$ cat src/rtl/filter_iir_pkg.sv
// Shared defaults and sizing helper for the first-order IIR smoothing filter.
package filter_iir_pkg;

  localparam int N_DEF        = 16;
  localparam int NI_DEF       = 16;
  localparam int IIRCONST_DEF = 6;
  localparam int FRAC_DEF     = 7;

  // The state register carries the input integer bits plus FRAC fractional bits.
  function automatic int state_w(input int ni, input int frac);
    return ni + frac;
  endfunction

endpackage

$ cat src/rtl/filter_iir_if.sv
// Sample-in / filtered-out bundle. The producer drives in+write, the filter drives out.
interface filter_iir_if #(
    parameter int N  = 16,
    parameter int NI = 16
) ();
    // Handshake: write=1 on a rising edge means that in is consumed at that
    // edge. There is no ready; the filter accepts one sample on every cycle.
    logic signed [NI-1:0] in;
    logic                 write;
    logic signed [N-1:0]  out;

    modport master (output in, output write, input out);
    modport slave  (input in, input write, output out);
endinterface

$ cat src/rtl/filter_iir.sv
// Exponential smoothing filter: acc += ((in << FRAC) - acc) >>> IIRCONST, out = acc >>> FRAC.
module filter_iir
    import filter_iir_pkg::*;
#(
    parameter int N        = N_DEF,
    parameter int NI       = NI_DEF,
    parameter int IIRCONST = IIRCONST_DEF,
    parameter int FRAC     = FRAC_DEF    // must be >= IIRCONST
) (
    input  logic          clk,
    input  logic          rst,
    filter_iir_if.slave   bus
);

    localparam int SW = state_w(NI, FRAC);
    localparam int DW = SW + 1;

    logic signed [SW-1:0] r_acc;
    logic signed [N-1:0]  r_out;
    logic signed [DW-1:0] w_in_scaled;
    logic signed [DW-1:0] w_diff;
    logic signed [DW-1:0] w_step;
    logic signed [SW-1:0] w_acc_next;
    logic signed [SW-1:0] w_out_full;

    // One extra bit on the difference keeps full-scale swings from wrapping.
    assign w_in_scaled = DW'(bus.in) <<< FRAC;
    assign w_diff      = w_in_scaled - DW'(r_acc);
    assign w_step      = w_diff >>> IIRCONST;

    // The step is bounded by the distance to the scaled input, so acc stays in range.
    assign w_acc_next  = r_acc + SW'(w_step);
    assign w_out_full  = w_acc_next >>> FRAC;

    always_ff @(posedge clk or negedge rst) begin
        if (!rst) begin
            r_acc <= '0;
            r_out <= '0;
        end else if (bus.write) begin
            r_acc <= w_acc_next;
            r_out <= N'(w_out_full);
        end
    end

    assign bus.out = r_out;

endmodule

$ cat src/flat_wrapper.sv
// flat-port wrapper written by rule: the top's interface ports become plain ports
module filter_iir_flat import filter_iir_pkg::*;
#(
    parameter int N        = N_DEF,
    parameter int NI       = NI_DEF,
    parameter int IIRCONST = IIRCONST_DEF,
    parameter int FRAC     = FRAC_DEF                          
)
  (clk, rst, bus_in, bus_write, bus_out);
  filter_iir_if #(.N(N), .NI(NI)) bus_i ();
  input  logic clk;
  input  logic rst;
  input wire logic [$bits(bus_i.in)-1:0] bus_in;
  input wire logic [$bits(bus_i.write)-1:0] bus_write;
  output wire logic [$bits(bus_i.out)-1:0] bus_out;
  assign bus_i.in = bus_in;
  assign bus_i.write = bus_write;
  assign bus_out = bus_i.out;
  filter_iir #(.N(N), .NI(NI), .IIRCONST(IIRCONST), .FRAC(FRAC)) u_core (.clk(clk), .rst(rst), .bus(bus_i));
endmodule
$ cat config.mk
export PLATFORM = sky130hd
export DESIGN_NAME = filter_iir_flat
export DESIGN_NICKNAME = d
export VERILOG_FILES = /design/src/rtl/filter_iir_pkg.sv /design/src/rtl/filter_iir_if.sv /design/src/rtl/filter_iir.sv /design/src/flat_wrapper.sv
export SDC_FILE = /design/constraint.sdc
export NUM_CORES = 1
export LEC_CHECK = 0
export CAP_MARGIN = 40
export CORE_MARGIN = 2
export CORE_UTILIZATION = 45
export DETAILED_ROUTE_END_ITERATION = 12
export HOLD_SLACK_MARGIN = 0.06
export PLACE_DENSITY = 0.7
export SETUP_SLACK_MARGIN = 0.02
export SYNTH_ARGS = -nofsm -noshare
export SYNTH_HDL_FRONTEND = slang
export SYNTH_SLANG_ARGS = --single-unit
$ cat constraint.sdc
create_clock -name clk -period 10.42 [get_ports clk]
set_clock_uncertainty 0.2 [all_clocks]
set_input_delay 2.084 -clock clk [delete_from_list [all_inputs] [get_ports clk]]
set_output_delay 2.084 -clock clk [all_outputs]
set_load 0.005 [all_outputs]
==> results of run 1 <==
-- through the flow --
step                worst slack (ps)  hold WS, ps
finish                          4225        368.4
global route                    3862        381.3
CTS                             4235        368.0
detailed placement              3930        343.8
global placement                4076        329.6
floorplan                       4864        310.5
-- cell families after synthesis --
| group | Yosys count |
|---|---|
| DFF | 23 |
| xor gates and xnor gates | 36 |
| and+or+nand+nor | 73 |
| muxes | 10 |
| AOI/OAI and AO/OA | 90 |
| adders and majority gates | 44 |
| buffers and inverters | 47 |
-- routing by layer --
metal,track usage,up-vias,share of wire
met5,0,-,0
li1,-,1167,-
met3,0.01739,8,0.026
met2,0.3169,34,0.45
met1,0.2870,1110,0.50
met4,0.07000,0,0.018
-- worst max-delay path, delay by kind of cell --
kind                     cells  cell delay (ps)
XOR/XNOR                     2              340
adder cells (fa/ha/maj)      2              670
buffers and inverters        1              400
AO/OA/AOI/OAI                9             2170
AND/OR/NAND/NOR              3              500
-- cells in the final DEF, fill, tap and decap left out, types with 7 or more instances in the layout --
master           synthesis  routed
xnor2_1                 18      18
nand2_1                 19      19
xor2_1                  18      18
dfrtp_1                 23      23
nor2_1                  14      14
clkdlybuf4s50_1          0      34
a21oi_1                 30      30
o21bai_1                 7       7
o21ai_0                 19      19
a21o_1                  14      14
ha_1                    43      43
inv_1                   24      24
-- cell type report --
class / count / area [sq um]
Timing Repair Buffer: 36 / 355.3
Fill cell: 565 / 2804
Clock inverter: 1 / 5.005
Inverter: 24 / 90.09
Tap cell: 75 / 93.84
Sequential cell: 23 / 575.6
Multi-Input combinational cell: 253 / 1956
Clock buffer: 3 / 41.29
-- how the worst min path moves through the flow --
stage,startpoint,end,depth (start not counted)
after floorplan,u_core.r_acc[5],u_core.r_acc[5],1
after global placement,u_core.r_acc[3],u_core.r_acc[3],1
after detailed placement,u_core.r_acc[0],u_core.r_acc[0],1
after CTS,u_core.r_acc[0],u_core.r_acc[0],1
after global routing,u_core.r_acc[0],u_core.r_acc[0],1
final,u_core.r_acc[3],u_core.r_acc[3],1
==> impl_metrics.yaml, run 1 <==
run_status:
  status: "finished clean"
global_route:
  grt_pass1_wl_um: 10540
  antenna_found_initial: 0
  globalRoute.totalOverflow: 0
  grt_max_degree: 39
  grt_pass1_vias: 2209
  grtUsageTotal: 0.2012
placement:
  hpwl_um: 4919
  io_buffers: 34
  dp_cells: 411
  routabilityCongestion: 0.8456
  placed_area_sq_mm: 0.003070
critical_path:
  worstPathCellList: "clkdlybuf4s50_1 -> ha_1 -> a21oi_1 -> a2bb2oi_1 -> nand3_1 -> a21oi_1 -> o21ai_2 -> a21oi_1 -> xnor2_1 -> ha_1 -> a21o_1 -> a31o_2 -> a221oi_1 -> a21oi_1 -> nor3_1 -> and3b_1 -> xnor2_1"
  cp-end-kind: "flop"
  crit_type: "in -> reg"
  r2r-end: "u_core.r_acc[22]"
  reg2reg_depth: 17
  cp_max_fo: 4
  startpoint: "bus_in[1]"
  cpMostUsedCell: "a21oi_1"
  reg2reg_slack_ps: 5940
  reg2reg_from: "u_core.r_acc[8]"
  cp.arrival_ps: 6170
  start_kind: "input pin"
  required_ps: 10400
  max_stage_delay_ps: 400
  crit_end: "u_core.r_acc[22]"
  crit_path_top_delay_cell: "clkdlybuf4s50_1"
clock_tree:
  numCtsBuffers: 3
  cts_resized: 0
  cts_max_level: 1
  clk_pin_slew_ps: 100
  clock_latency_ps: 280
  cts_buffer_depth: 2
  cts_tree: "yes"
  post_cts_buffers: 0
  root_buffer: "clkbuf_8"
  cts.sinks: 23
  cts_hold_buf: 0
synth:
  synth_top_family_by_area: "compound AO/OA/AOI/OAI gates"
  synthMuxAreaShare: 0.03888
  yosysMostFrequentCell: "ha_1"
  synth_top_cell_by_area: "dfrtp_1"
  synth_top_cell_area_share: 0.2080
  yosys.area_share.simple: 0.1392
  syn_area_sq_mm: 0.002768
  synth-seq-cells: 23
  synthXorXnorAreaFrac: 0.1139
  syn_nets: 386
  syn_inst: 323
  syn_avg_cell_area_sq_um: 8.569
  synth_flop_cell: "dfrtp_1"
  synth_compound_area_frac: 0.2129
  synth_cell_types: 44
  synthTopCellsByArea: "dfrtp_1, ha_1, xnor2_1"
  ys_async_sr_fraction: 1.000
  yosysWarnings: 0
  synth-edff-count: 0
  synth_fa_ha_area_frac: 0.2016
  synth_commonest_cells: "ha_1, a21oi_1, inv_1"
  seq_area_frac_synth: 0.2080
floorplanning:
  dieWidth_um: 82.43
  io-pin-count: 35
  start_util: 0.4675
  dieHeight_um: 82.43
  rows: 28
  fp.dieArea_sq_mm: 0.006794
  core-area_sq_mm: 0.005921
detailed_routing:
  viasPerCell: 5.588
  via_count: 2319
  drt-total-wl_um: 6234
  wl_per_cell_um: 15.02
  dr.pass1.iters: 4
  drt_iter0_markers: 95
  ant_nets: 0
  post-route-drc-count: 0
flow_run:
  maxCapViolations: 0
layout:
  antenna_cells: 0
  layout.nets: 404
  stdcell_area_sq_mm: 0.003117
  largest_reg_flops: 23
  top_register: "u_core.r_acc"
  fin_util: 0.5264
  drive_gt1_frac: 0.05588
  top_regs: "u_core.r_acc x23"
  fin_cells: 415
  syn2layout_area_growth_pct: 12.61
timing:
  report.final.slew_viol_count: 0
  tightest_slew_ps: 776.7
  min_period_over_period: 0.5945
  min_period_ps: 6195
  setup_viol: 0
  fmax_ghz: 0.1614
  max_slew_margin: 0.4798
  grt_setup_unrepaired: "no"
  finalSetupTns_ps: 0
  final-hold-violation-count: 0
min_path:
  min_path_type: "reg -> reg"
Power of run 1 is left out: the tool's default activity adds up to more than one toggle a clock period on the data nets, which glitch-free logic cannot reach.
==> run 2: changes to the inputs <==
--- a/config.mk
+++ b/config.mk
@@ -10,7 +10,7 @@
 export CORE_UTILIZATION = 45
 export DETAILED_ROUTE_END_ITERATION = 12
 export HOLD_SLACK_MARGIN = 0.06
-export PLACE_DENSITY = 0.7
+export PLACE_DENSITY = 0.73
 export SETUP_SLACK_MARGIN = 0.02
 export SYNTH_ARGS = -nofsm -noshare
 export SYNTH_HDL_FRONTEND = slang
==> constraint.sdc (replaced) <==
create_clock -name clk -period 5.35 [get_ports clk]
set_clock_uncertainty 0.2 [all_clocks]
set_input_delay 1.07 -clock clk [delete_from_list [all_inputs] [get_ports clk]]
set_output_delay 1.07 -clock clk [all_outputs]
set_load 0.005 [all_outputs]
==> run 2 against run 1 <==
  * Non-clock buffer count is 4 higher
  * Via count shrank 1.9%
  * Worst setup slack lost 3800 ps
  * Register-to-register slack got worse by 4800 ps
  * Design area increased by 1.2%
  * Final cell count rose by 0.96%
  * Die area is the same
  * Flip-flop and latch count unchanged
  * Worst hold slack better by 6.9 ps
  * Sequential share of layout area shrank 0.22 points
  * Critical endpoint unchanged
==> impl_metrics.yaml, run 2 (same netlist as run 1, synthesis figures left out) <==
run_status:
  status: "finished clean"
timing:
  report.final.slew_viol_count: 0
  grt_setup_unrepaired: "no"
  hold-worst-slack_ps: 375.3
  min_period_over_period: 0.9209
  final-hold-violation-count: 0
  fmax_ghz: 0.2030
  setup_viol: 0
  finalSetupTns_ps: 0
  min_period_ps: 4927
  max_slew_margin: 0.5354
  fin_ws_ps: 423.3
  tightest_slew_ps: 694.7
clock_tree:
  cts_max_level: 1
  cts.sinks: 23
  cts_resized: 0
  cts_buffer_depth: 2
  post_cts_buffers: 0
  clock_latency_ps: 270
  clk_pin_slew_ps: 100
  root_buffer: "clkbuf_8"
  cts_hold_buf: 0
  numCtsBuffers: 3
  cts_tree: "yes"
floorplanning:
  dieWidth_um: 82.43
  fp.dieArea_sq_mm: 0.006794
  rows: 28
  dieHeight_um: 82.43
  start_util: 0.4675
  io-pin-count: 35
  core-area_sq_mm: 0.005921
placement:
  routabilityCongestion: 0.8981
  preCtsSetupSlack_ps: 137.0
  hpwl_um: 5007
  io_buffers: 34
critical_path:
  start_kind: "input pin"
  cp_max_fo: 4
  cp-end-kind: "flop"
  required_ps: 5310
  cp.arrival_ps: 4890
  crit_type: "in -> reg"
global_route:
  antenna_found_initial: 0
  grt_max_degree: 21
  grt_pass1_vias: 2164
  grt_pass1_wl_um: 10220
  globalRoute.totalOverflow: 0
  grtUsageTotal: 0.1948
layout:
  top_register: "u_core.r_acc"
  final_cell_mix: "ha_1, clkdlybuf4s50_1, a21oi_1"
  layout.nets: 408
  drive_gt1_frac: 0.06686
  final_common_cell: "ha_1"
  antenna_cells: 0
  top_regs: "u_core.r_acc x23"
  largest_reg_flops: 23
  syn2layout_area_growth_pct: 13.97
min_path:
  min_path_type: "reg -> reg"
detailed_routing:
  dr.pass1.iters: 4
  drt_iter0_markers: 134
  wl_per_cell_um: 14.42
  drt-total-wl_um: 6041
  ant_nets: 0
  via_count: 2275
  viasPerCell: 5.430
  post-route-drc-count: 0
flow_run:
  maxCapViolations: 0
## run 2: cell types whose count changed in the layout (fill, tap and decap cells not counted)
cell   before  now
buf_8       0    1
buf_4       2    5
## run 2: stage by stage
stage	instance area [sq um]	std cells	util
2_1_floorplan	2768	323	-
4_1_cts	3154	419	0.5328
3_3_place_gp	3093	414	0.5224
6_report	3154	419	0.5328
5_1_grt	3154	419	0.5328
3_5_place_dp	3108	415	0.5249
## run 2: final timing paths
check	startpoint	to	slack [ps]	cells after the start
worst max-delay path	bus_in[1]	u_core.r_acc[22]	420	18
worst min-delay path	u_core.r_acc[5]	u_core.r_acc[5]	380	1
worst max register to register	u_core.r_acc[8]	u_core.r_acc[22]	1130	18
worst min register to register	u_core.r_acc[5]	u_core.r_acc[5]	380	1
max in group asynchronous	rst	u_core.r_acc[16]	3500	2
min in group asynchronous	rst	u_core.r_acc[0]	960	1
## run 2: critical path, cell delays in order
cell,delay (ps)
clkdlybuf4s50_1,400
ha_1,330
a21oi_1,180
a2bb2oi_1,220
nand3_1,110
a21oi_1,140
buf_4,150
o21ai_2,100
a21oi_1,280
xnor2_1,200
ha_1,310
a21o_1,190
a31o_2,220
a221oi_1,360
a21oi_1,150
nor3_1,160
and3b_1,200
xnor2_1,120
## run 2: layer usage
layer,wire length [um],vias to the layer above,track usage
li1,-,1178,-
met1,3006,1042,0.2814
met2,2713,46,0.3000
met3,228,9,0.02717
met4,92,0,0.05667
met5,0,-,0
## run 2: area by class of cell
cell class / count / area (sq um)
Fill cell: 549 / 2766
Clock inverter: 1 / 5.005
Clock buffer: 3 / 41.29
Sequential cell: 23 / 575.6
Tap cell: 75 / 93.84
Inverter: 24 / 90.09
Multi-Input combinational cell: 253 / 1956
Timing Repair Buffer: 40 / 392.9
Power of run 2 is left out for the same reason.
